`src/rtl/alu_op_sequencer_pkg.sv`:
```
// -----------------------------------------------------------------------------
// alu_op_sequencer_pkg
// Shared definitions for the ALU issue sequencer and the decode stage: default
// datapath width, selector width, opcode encodings, FSM state encodings and an
// opcode classification helper.
// Optional feature macro: ALU_MUL_EN (MUL opcode becomes legal when defined).
// -----------------------------------------------------------------------------
package alu_op_sequencer_pkg;

  localparam int ALU_WIDTH = 24;
  localparam int ALU_SEL_W = 3;

  // Opcode / result-mux selector encodings
  localparam logic [ALU_SEL_W-1:0] ALU_AND  = 3'b000;
  localparam logic [ALU_SEL_W-1:0] ALU_OR   = 3'b001;
  localparam logic [ALU_SEL_W-1:0] ALU_ADD  = 3'b010;
  localparam logic [ALU_SEL_W-1:0] ALU_LESS = 3'b011;
  localparam logic [ALU_SEL_W-1:0] ALU_MUL  = 3'b100;
  localparam logic [ALU_SEL_W-1:0] ALU_XOR  = 3'b101;

  // Sequencer FSM state encodings
  localparam logic [1:0] ST_IDLE = 2'd0;
  localparam logic [1:0] ST_EXEC = 2'd1;
  localparam logic [1:0] ST_MULT = 2'd2;
  localparam logic [1:0] ST_DONE = 2'd3;

  // True for opcodes that complete through the ALU result mux in one cycle.
  function automatic logic is_single_cycle_op(input logic [ALU_SEL_W-1:0] op);
    logic r;
    case (op)
      ALU_AND, ALU_OR, ALU_ADD, ALU_LESS, ALU_XOR: r = 1'b1;
      default:                                     r = 1'b0;
    endcase
    return r;
  endfunction

endpackage

```
`src/rtl/alu_op_sequencer_mul_iter.sv`:
```
// -----------------------------------------------------------------------------
// alu_op_sequencer_mul_iter
// Iterative shift-add multiplier, one partial-product bit per cycle, returning
// the low WIDTH bits of the unsigned product. Only instantiated when
// ALU_MUL_EN is defined.
// Ports:
//   i_clk, i_rst_n  clock, async active-low reset
//   i_start         load operands (one-cycle strobe)
//   i_a, i_b        multiplicand / multiplier
//   o_done          high in the cycle whose closing edge finishes the product
//   o_product       product value valid to capture while o_done is high
// -----------------------------------------------------------------------------
module alu_op_sequencer_mul_iter #(
  parameter int WIDTH = 24
) (
  input  logic             i_clk,
  input  logic             i_rst_n,
  input  logic             i_start,
  input  logic [WIDTH-1:0] i_a,
  input  logic [WIDTH-1:0] i_b,
  output logic             o_done,
  output logic [WIDTH-1:0] o_product
);

  localparam int CNT_W = $clog2(WIDTH);
  localparam logic [CNT_W-1:0] LAST_CNT = CNT_W'(WIDTH - 1);

  logic             r_run;
  logic [CNT_W-1:0] r_cnt;
  logic [WIDTH-1:0] r_acc;
  logic [WIDTH-1:0] r_mcand;
  logic [WIDTH-1:0] r_mplier;
  logic [WIDTH-1:0] w_acc_next;

  // Partial product for the current multiplier bit folded into the accumulator.
  assign w_acc_next = r_acc + (r_mplier[0] ? r_mcand : {WIDTH{1'b0}});

  // The last iteration's sum is exposed directly so the caller captures the
  // finished product on the same edge the iteration completes.
  assign o_done    = r_run && (r_cnt == LAST_CNT);
  assign o_product = w_acc_next;

  // Iteration state: load on start, then shift one bit per cycle.
  always_ff @(posedge i_clk or negedge i_rst_n) begin
    if (!i_rst_n) begin
      r_run    <= 1'b0;
      r_cnt    <= {CNT_W{1'b0}};
      r_acc    <= {WIDTH{1'b0}};
      r_mcand  <= {WIDTH{1'b0}};
      r_mplier <= {WIDTH{1'b0}};
    end else if (i_start) begin
      r_run    <= 1'b1;
      r_cnt    <= {CNT_W{1'b0}};
      r_acc    <= {WIDTH{1'b0}};
      r_mcand  <= i_a;
      r_mplier <= i_b;
    end else if (r_run) begin
      r_acc    <= w_acc_next;
      r_mcand  <= r_mcand << 1;
      r_mplier <= r_mplier >> 1;
      if (r_cnt == LAST_CNT) begin
        r_run <= 1'b0;
        r_cnt <= {CNT_W{1'b0}};
      end else begin
        r_cnt <= r_cnt + {{(CNT_W-1){1'b0}}, 1'b1};
      end
    end else begin
      r_run <= 1'b0;
    end
  end

endmodule

```
`src/rtl/alu_op_sequencer.sv`:
```
// -----------------------------------------------------------------------------
// alu_op_sequencer
// Issue controller for the 24-bit ALU result mux. Accepts one op per
// OpValid/OpReady handshake, registers operands and selector onto the ALU,
// captures the mux output and returns it with a ResValid/ResReady handshake.
// MUL runs on an iterative shift-add unit when ALU_MUL_EN is defined;
// otherwise opcode 100 is reported as illegal.
// Ports:
//   Clock, Reset_n       clock, async active-low reset
//   OpValid/OpReady      op request handshake (OpReady high only in IDLE)
//   OpCode, OperandA/B   op to issue
//   AluA, AluB, Selector registered ALU inputs and result-mux select
//   MuxResult            combinational ALU mux output
//   ResValid/ResReady    result handshake
//   Result, IllegalOp    registered result and its illegal-op qualifier
//   Busy                 FSM not in IDLE
// -----------------------------------------------------------------------------
module alu_op_sequencer
  import alu_op_sequencer_pkg::*;
#(
  parameter int WIDTH = ALU_WIDTH
) (
  input  logic                 Clock,
  input  logic                 Reset_n,
  input  logic                 OpValid,
  output logic                 OpReady,
  input  logic [ALU_SEL_W-1:0] OpCode,
  input  logic [WIDTH-1:0]     OperandA,
  input  logic [WIDTH-1:0]     OperandB,
  output logic [WIDTH-1:0]     AluA,
  output logic [WIDTH-1:0]     AluB,
  output logic [ALU_SEL_W-1:0] Selector,
  input  logic [WIDTH-1:0]     MuxResult,
  output logic                 ResValid,
  input  logic                 ResReady,
  output logic [WIDTH-1:0]     Result,
  output logic                 IllegalOp,
  output logic                 Busy
);

  logic [1:0]           r_state;
  logic [WIDTH-1:0]     r_alu_a;
  logic [WIDTH-1:0]     r_alu_b;
  logic [ALU_SEL_W-1:0] r_sel;
  logic [WIDTH-1:0]     r_result;
  logic                 r_illegal;
  logic                 r_res_valid;
  logic                 w_accept;
  logic                 w_res_hs;

  assign w_accept = OpValid && (r_state == ST_IDLE);
  assign w_res_hs = r_res_valid && ResReady;

  assign OpReady   = (r_state == ST_IDLE);
  assign Busy      = (r_state != ST_IDLE);
  assign AluA      = r_alu_a;
  assign AluB      = r_alu_b;
  assign Selector  = r_sel;
  assign Result    = r_result;
  assign IllegalOp = r_illegal;
  assign ResValid  = r_res_valid;

`ifdef ALU_MUL_EN
  logic             w_mul_done;
  logic [WIDTH-1:0] w_mul_product;

  // Operands are taken from the request port so the multiplier loads on the
  // same edge that AluA/AluB are captured.
  alu_op_sequencer_mul_iter #(.WIDTH(WIDTH)) u_mul (
    .i_clk     (Clock),
    .i_rst_n   (Reset_n),
    .i_start   (w_accept && (OpCode == ALU_MUL)),
    .i_a       (OperandA),
    .i_b       (OperandB),
    .o_done    (w_mul_done),
    .o_product (w_mul_product)
  );
`endif

  // Sequencer FSM with operand, selector and result capture registers.
  // ResValid rises one cycle after entering DONE, which keeps Result settled
  // for a full cycle before it is offered downstream.
  always_ff @(posedge Clock or negedge Reset_n) begin
    if (!Reset_n) begin
      r_state     <= ST_IDLE;
      r_alu_a     <= {WIDTH{1'b0}};
      r_alu_b     <= {WIDTH{1'b0}};
      r_sel       <= {ALU_SEL_W{1'b0}};
      r_result    <= {WIDTH{1'b0}};
      r_illegal   <= 1'b0;
      r_res_valid <= 1'b0;
    end else begin
      case (r_state)
        ST_IDLE: begin
          r_res_valid <= 1'b0;
          if (w_accept) begin
            r_alu_a <= OperandA;
            r_alu_b <= OperandB;
            r_sel   <= OpCode;
            if (is_single_cycle_op(OpCode)) begin
              r_state <= ST_EXEC;
`ifdef ALU_MUL_EN
            end else if (OpCode == ALU_MUL) begin
              r_state <= ST_MULT;
`endif
            end else begin
              r_state   <= ST_DONE;
              r_result  <= {WIDTH{1'b0}};
              r_illegal <= 1'b1;
            end
          end else begin
            r_state <= ST_IDLE;
          end
        end
        ST_EXEC: begin
          r_result  <= MuxResult;
          r_illegal <= 1'b0;
          r_state   <= ST_DONE;
        end
`ifdef ALU_MUL_EN
        ST_MULT: begin
          if (w_mul_done) begin
            r_result  <= w_mul_product;
            r_illegal <= 1'b0;
            r_state   <= ST_DONE;
          end else begin
            r_state <= ST_MULT;
          end
        end
`endif
        ST_DONE: begin
          if (w_res_hs) begin
            r_res_valid <= 1'b0;
            r_state     <= ST_IDLE;
          end else begin
            r_res_valid <= 1'b1;
          end
        end
        default: begin
          r_res_valid <= 1'b0;
          r_state     <= ST_IDLE;
        end
      endcase
    end
  end

endmodule
```
`config.mk`:
```
export PLATFORM = sky130hd
export DESIGN_NAME = alu_op_sequencer
export DESIGN_NICKNAME = d
export VERILOG_FILES = /design/src/rtl/alu_op_sequencer_pkg.sv /design/src/rtl/alu_op_sequencer_mul_iter.sv /design/src/rtl/alu_op_sequencer.sv
export SDC_FILE = /design/constraint.sdc
export NUM_CORES = 1
export LEC_CHECK = 0
export ABC_AREA = 1
export ABC_CLOCK_PERIOD_IN_PS = 3300
export BUFFER_PORTS_ARGS = -buffer_cell sky130_fd_sc_hd__clkbuf_2
export CAP_MARGIN = 5
export CORE_MARGIN = 5
export CORE_UTILIZATION = 45
export CTS_CLUSTER_DIAMETER = 60
export CTS_CLUSTER_SIZE = 8
export DETAILED_ROUTE_END_ITERATION = 10
export MAX_ROUTING_LAYER = met4
export PLACE_DENSITY = 0.8
export REMOVE_ABC_BUFFERS = 1
export SYNTH_ARGS = -nofsm -noshare
export SYNTH_HDL_FRONTEND = slang
export SYNTH_HIERARCHICAL = 1
export SYNTH_SLANG_ARGS = --single-unit
```
`constraint.sdc`:
```
create_clock -name Clock -period 3.3 [get_ports Clock]
set_input_delay 0.165 -clock Clock [delete_from_list [all_inputs] [get_ports Clock]]
set_output_delay 0.165 -clock Clock [all_outputs]
set_load 0.02 [all_outputs]
```
## Word level (Yosys, flattened, before mapping)

Index checks and enable logic that the tools add are counted.

| word-level totals | value |
|---|---|
| bits in registers | 79 |
| bits of input ports | 79 |
| logic and storage cells | 40 |

| cells by class | value |
|---|---|
| eq/ne operators | 9 |
| mux-type cells | 15 |
| reductions and logical operators | 9 |

Operator list:

| operator | number |
|---|---|
| 2-to-1 mux 24 bit | 2 |
| one-hot mux 24 bit (2 select lines) | 1 |
| equality test 3 x 2 -> 1 bit, second input constant | 2 |
| 2-to-1 mux 1 bit | 6 |
| 2-to-1 mux 2 bit | 3 |
| one-hot mux 2 bit (3 select lines) | 1 |
| OR reduction 5 bit | 1 |
| != test 2 bit, second input constant | 2 |
| one-hot mux 1 bit (2 select lines) | 2 |
| nonzero test 2 bit | 2 |
| equality test 3 x 1 -> 1 bit, second input constant | 1 |
| equality test 3 bit, second input constant | 1 |
| zero test 3 bit | 1 |
| AND reduction 3 bit | 1 |
| equality test 2 x 1 -> 1 bit, second input constant | 1 |
| equality test 2 bit, second input constant | 1 |
| logical AND 1 bit | 2 |
| zero test 2 bit | 1 |
| != test 2 x 1 -> 1 bit, second input constant | 1 |
| AND reduction 2 bit | 1 |

## Longest topological paths before layout

| depth | value |
|---|---|
| word-level depth | 8 |
| depth in mapped cells | 6 |

## Worst setup path before layout

OpenSTA, ideal clock, no wires.

| timing path | value |
|---|---|
| kind | reg2reg |
| from | reg r_state[0] |
| to | reg r_alu_a[0], in the netlist AluA[0] |
| library setup time | 0.116 ns |
| arrival time | 1.037 ns |
| data required time | 3.184 ns |
| setup slack | 2.146 ns |
| stages on the path, launching flop included | 6 |
| path buffers | 1 |
| clock period less this slack | 1.154 ns |
| cells stage by stage | dfrtp_1 nor2_4 nand2_2 buf_2 nand2_1 nand2_1 |

| between the ends | value |
|---|---|
| word-level cells in the longest chain between the ends | 3 |

Ends and longest elaborated chain:

| what | line | text |
|---|---|---|
| from (decl) | alu_op_sequencer.sv:41 | `logic [1:0] r_state;` |
| from (signal assigned) | alu_op_sequencer.sv:85 | `r_state <= ST_IDLE;` |
| from (signal assigned) | alu_op_sequencer.sv:101 | `r_state <= ST_EXEC;` |
| from (signal assigned) | alu_op_sequencer.sv:107 | `r_state <= ST_DONE;` |
| zero test 2 bit (*) | -- |  |
| via OpReady | alu_op_sequencer.sv:26 | `output logic OpReady,` |
| logical AND 1 bit | alu_op_sequencer.sv:51 | `assign w_accept = OpValid && (r_state == ST_IDLE);` |
| AND reduction 2 bit (no line) (*) | -- |  |
| to (signal assigned) | alu_op_sequencer.sv:86 | `r_alu_a <= {WIDTH{1'b0}};` |
| to (signal assigned) | alu_op_sequencer.sv:97 | `r_alu_a <= OperandA;` |
| to (decl) | alu_op_sequencer.sv:42 | `logic [WIDTH-1:0] r_alu_a;` |

The timed path passes the listed nets; every way through them passes the cells marked *.
A chain may end at the register's enable or synchronous reset.

## Worst setup path after layout

| timing path | value |
|---|---|
| from | reg r_state[1] |
| to | reg r_result[12], in the netlist Result[12] |

| between the ends | value |
|---|---|
| word-level cells in the longest chain between the ends | 4 |
| elaborated cells on any way between the ends | 8 |

Ends and longest elaborated chain:

| what | line | text |
|---|---|---|
| zero test 2 bit | alu_op_sequencer.sv:51, alu_op_sequencer.sv:93 |  |
| logical AND 1 bit | alu_op_sequencer.sv:51 |  |
| != test 2 x 1 -> 1 bit (no line) | -- |  |
| AND reduction 3 bit (no line) | -- |  |
| to (signal assigned) | alu_op_sequencer.sv:89 | `r_result <= {WIDTH{1'b0}};` |
| to (signal assigned) | alu_op_sequencer.sv:108 | `r_result <= {WIDTH{1'b0}};` |
| to (signal assigned) | alu_op_sequencer.sv:116 | `r_result <= MuxResult;` |
| to (decl) | alu_op_sequencer.sv:45 | `logic [WIDTH-1:0] r_result;` |

Parallel ways exist; a longest one is shown, timed or not.

==> key figures <==
Run status
  • Result of the run: finished, violations left
  • Violated checks: negative hold slack

Synthesis
  • Number of warnings reported in the yosys synthesis log: 6
  • Synthesized instance count: 339
  • Most instantiated flip-flop cell in the synthesis netlist: sky130_fd_sc_hd__dfrtp_1
  • Main combinational cell family by area after synthesis: simple AND/OR/NAND/NOR gates
  • Most numerous cell types in the synthesized netlist: 203 x sky130_fd_sc_hd__nand2_1, 79 x sky130_fd_sc_hd__dfrtp_1, 26 x sky130_fd_sc_hd__nand3_1
  • Synthesized-area fraction occupied by adder cells: 0
  • Most area-consuming cells after synthesis: sky130_fd_sc_hd__dfrtp_1 64%, sky130_fd_sc_hd__nand2_1 25%, sky130_fd_sc_hd__nand3_1 4.2%
  • Fraction of synthesized area in multiplexers: 0
  • Fraction of the yosys area taken by sequential cells: 0.644
  • Xor and xnor fraction of the mapped netlist area: 0
  • Synthesized-area fraction occupied by ao, oa, aoi and oai cells: 0.00611
  • Avg Cell Area, Syn: 9.06 µm²
  • Fraction of post-synthesis cell area in the top cell type by area: 0.644
  • Dominant cell type by area after synthesis: sky130_fd_sc_hd__dfrtp_1
  • Post-synth design cell area: 3070 µm²
  • Area fraction in and, or, nand and nor cells after synthesis: 0.303
  • Dominant cell by count in the synthesized netlist: sky130_fd_sc_hd__nand2_1
  • Share of synthesized flip-flops with an asynchronous set or reset: 1.00
  • Flop and latch count out of synthesis: between 70 and 80
  • Count of cell types in the netlist: 15
  • Number of synthesized flops with an enable pin: 0

Route
  • Avg Vias per Cell: roughly 4.8
  • Wire length per cell after detailed routing: 13.6 µm
  • DRT Pass-1 Iters: 4
  • Number of design-rule violations left by the first detailed-router iteration: approximately 110
  • Antenna violation net count after detailed routing: 0
  • Via count: about 2,800
  • Sum of routed wire length over all layers: slightly below 8000 µm
  • Remaining DRCs: 0

Power
  • Clock network fraction of total power: 0.188
  • Part of the total power dissipated in sequential elements: 0.398
  • NetSw: 1.77 mW
  • Power density over cell area: 1030 nW/µm²
  • Switching fraction of total power: 0.422
  • VDD IR-drop max: 0.489 mV
  • Leakage power figure: 2.47 nW
  • Total power after layout: 4.21 mW
  • Part of the total power dissipated in combinational logic: 0.414
  • Internal power: 2.43 mW

STA
  • Final Slew Violations: 0
  • Unrepaired setup endpoints after global routing: false
  • Time the worst path needs with I/O delays and setup: 1530 ps
  • Maximum clock skew at final layout: between 10 and 15 ps
  • Setup total negative slack: 0 ps
  • Actual transition at the worst max-transition pin: 975 ps
  • Max frequency: 652 MHz
  • Period utilization: 0.465
  • Setup violations, final: 0
  • Max transition margin: 0.350
  • Final worst hold slack: -27.4 ps
  • Final hold violation count: 18

Worst hold path
  • HP Class: input port to asynchronous set/reset pin

Cells and area
  • Final-layout fill cell count: 605
  • Layout Area Growth over Synthesis: 33.0%
  • Final non-filler cell total: 578
  • Share of layout cells above drive strength 1: 0.361
  • Final design instance area without fill: 4080 µm²
  • Layout Nets: 572
  • Final antenna diode count: 0

Critical path
  • Cell count of the worst reg-to-reg path: 5
  • Crit path capture type: flip-flop
  • Peak fanout along the critical path: 27
  • Nature of the critical path startpoint: flip-flop
  • Required arrival time at the worst endpoint: 3570 ps
  • Arrival time at the worst endpoint: about 1800 ps
  • Setup Crit Path Kind: flip-flop to flip-flop

Global routing
  • Congestion Overflow GR: 0
  • Wire length of the first global-routing pass: 13,200 µm
  • Via count of the first global-routing pass: 2,745
  • Initial antenna violation count: 0
  • Largest net degree at the start of global routing: 80
  • Total Routing Usage GR: 0.198

CTS
  • Worst skew pair latency: 330 ps
  • Clock Pin Slew Worst Setup and Hold Paths: about 80 ps
  • Number of buffers on the longest clock path: 2
  • Post-CTS sizing: 0
  • Root buffer selected by CTS: sky130_fd_sc_hd__clkbuf_8
  • # clock sinks: 79
  • Number of H-tree levels: 3
  • Total CTS buffers: 9
  • Clock tree from TritonCTS: done

Floorplanning
  • Height of the die: 92.6 µm
  • Die width: 92.6 µm
  • Starting density of the core: 0.457
  • Placement Rows: 30
  • I/O pin count: 158
  • Placeable core region: approximately 6700 µm²
  • Die area: 8570 µm²

Placed design
  • GPL Wtd Cong: 0.778
  • Post-placement cell count: 561
  • Dpl hpwl: 5740 µm
  • Count of input and output buffers: 157
  • Area post-placement: between 3000 and 4000 µm²

Run
  • Max Cap Violations: 0
-- per-layer routing --
layer | global-route usage | part of all wire | wire [µm] | vias to the layer above
li1 | - | - | - | 1343
met1 | 0.266 | 0.45 | 3570 | 1252
met2 | 0.303 | 0.44 | 3470 | 149
met3 | 0.0439 | 0.096 | 755 | 7
met4 | 0.0631 | 0.0099 | 78 | 0
met5 | - | 0 | 0 | -
-- sequential cells by signal, indices dropped and copies added, names as in the netlist --
name	flops
AluA	24
AluB	24
IllegalOp	1
ResValid	1
Result	24
Selector	3
r_state	2
-- placed cells by master (no fill, tap or decap), drive strengths merged --
cell type / instances
bufinv: 2
clkbuf: 169
o21ai: 2
nand3: 27
dlygate4sd3: 1
nand2: 205
dfrtp: 79
clkinv: 1
buf: 2
a21oi: 1
nor2: 2
inv: 7
-- power by group through the flow --
stage                     sequential [mW]  combinational, mW  clock, mW
final                                1.67               1.74      0.790
after global routing                 1.73               1.92      0.853
after CTS                            1.67               1.78      0.814
after detailed placement             1.68               1.78          0
after global placement               1.67               1.72          0
after floorplan                      2.17              0.564          0
-- metrics by stage --
stage | hold slack, ps | util | setup slack (ps)
4_1_cts | 2.98 | 0.608 | 1720
6_report | -27.4 | 0.608 | 1770
5_1_grt | 13.6 | 0.608 | 1580
3_5_place_dp | 365 | 0.573 | 1750
3_3_place_gp | 359 | 0.573 | 1780
2_1_floorplan | -131 | - | 1600
-- what timing repair did --
item	CTS	global route
endpoints found under the hold margin	1	0
hold buffers	1	0
buffers inserted	0	0
-- critical path: stages, from the launching register on --
cell and delay [ps]:
sky130_fd_sc_hd__dfrtp_1 430, sky130_fd_sc_hd__inv_1 100, sky130_fd_sc_hd__nand2_2 290, sky130_fd_sc_hd__inv_2 440, sky130_fd_sc_hd__nand2_1 110, sky130_fd_sc_hd__nand2_1 90
-- final timing paths --
check                             start  slack, ps          to
max                          r_state[1]       1770  Result[12]
min                             Reset_n        -30    AluA[17]
max reg2reg                  r_state[1]       1770  Result[12]
min reg2reg                     AluB[9]        480     AluB[9]
max in group asynchronous       Reset_n       2680   Result[7]
min in group Clock         OperandA[20]         20    AluA[20]
-- kinds of logic (layout without fill, tap and decap cells) --
logic type      after synthesis  count (layout)
simple gates                234             234
flops                        79              79
buf+inv                      23             182
compound gates                3               3
-- area by class of cell --
| class | count | area [µm²] | share of cell area |
|---|---|---|---|
| sequential | 79 | 1980 | 0.484 |
| multi-input combinational | 237 | 948 | 0.232 |
| timing repair buffer | 159 | 806 | 0.197 |
| clock buffer | 13 | 159 | 0.0389 |
| tap | 80 | 100 | 0.0245 |
| clock inverter | 3 | 65.1 | 0.0159 |
| inverter | 7 | 28.8 | 0.00705 |
(Power assumes the default switching activity.)
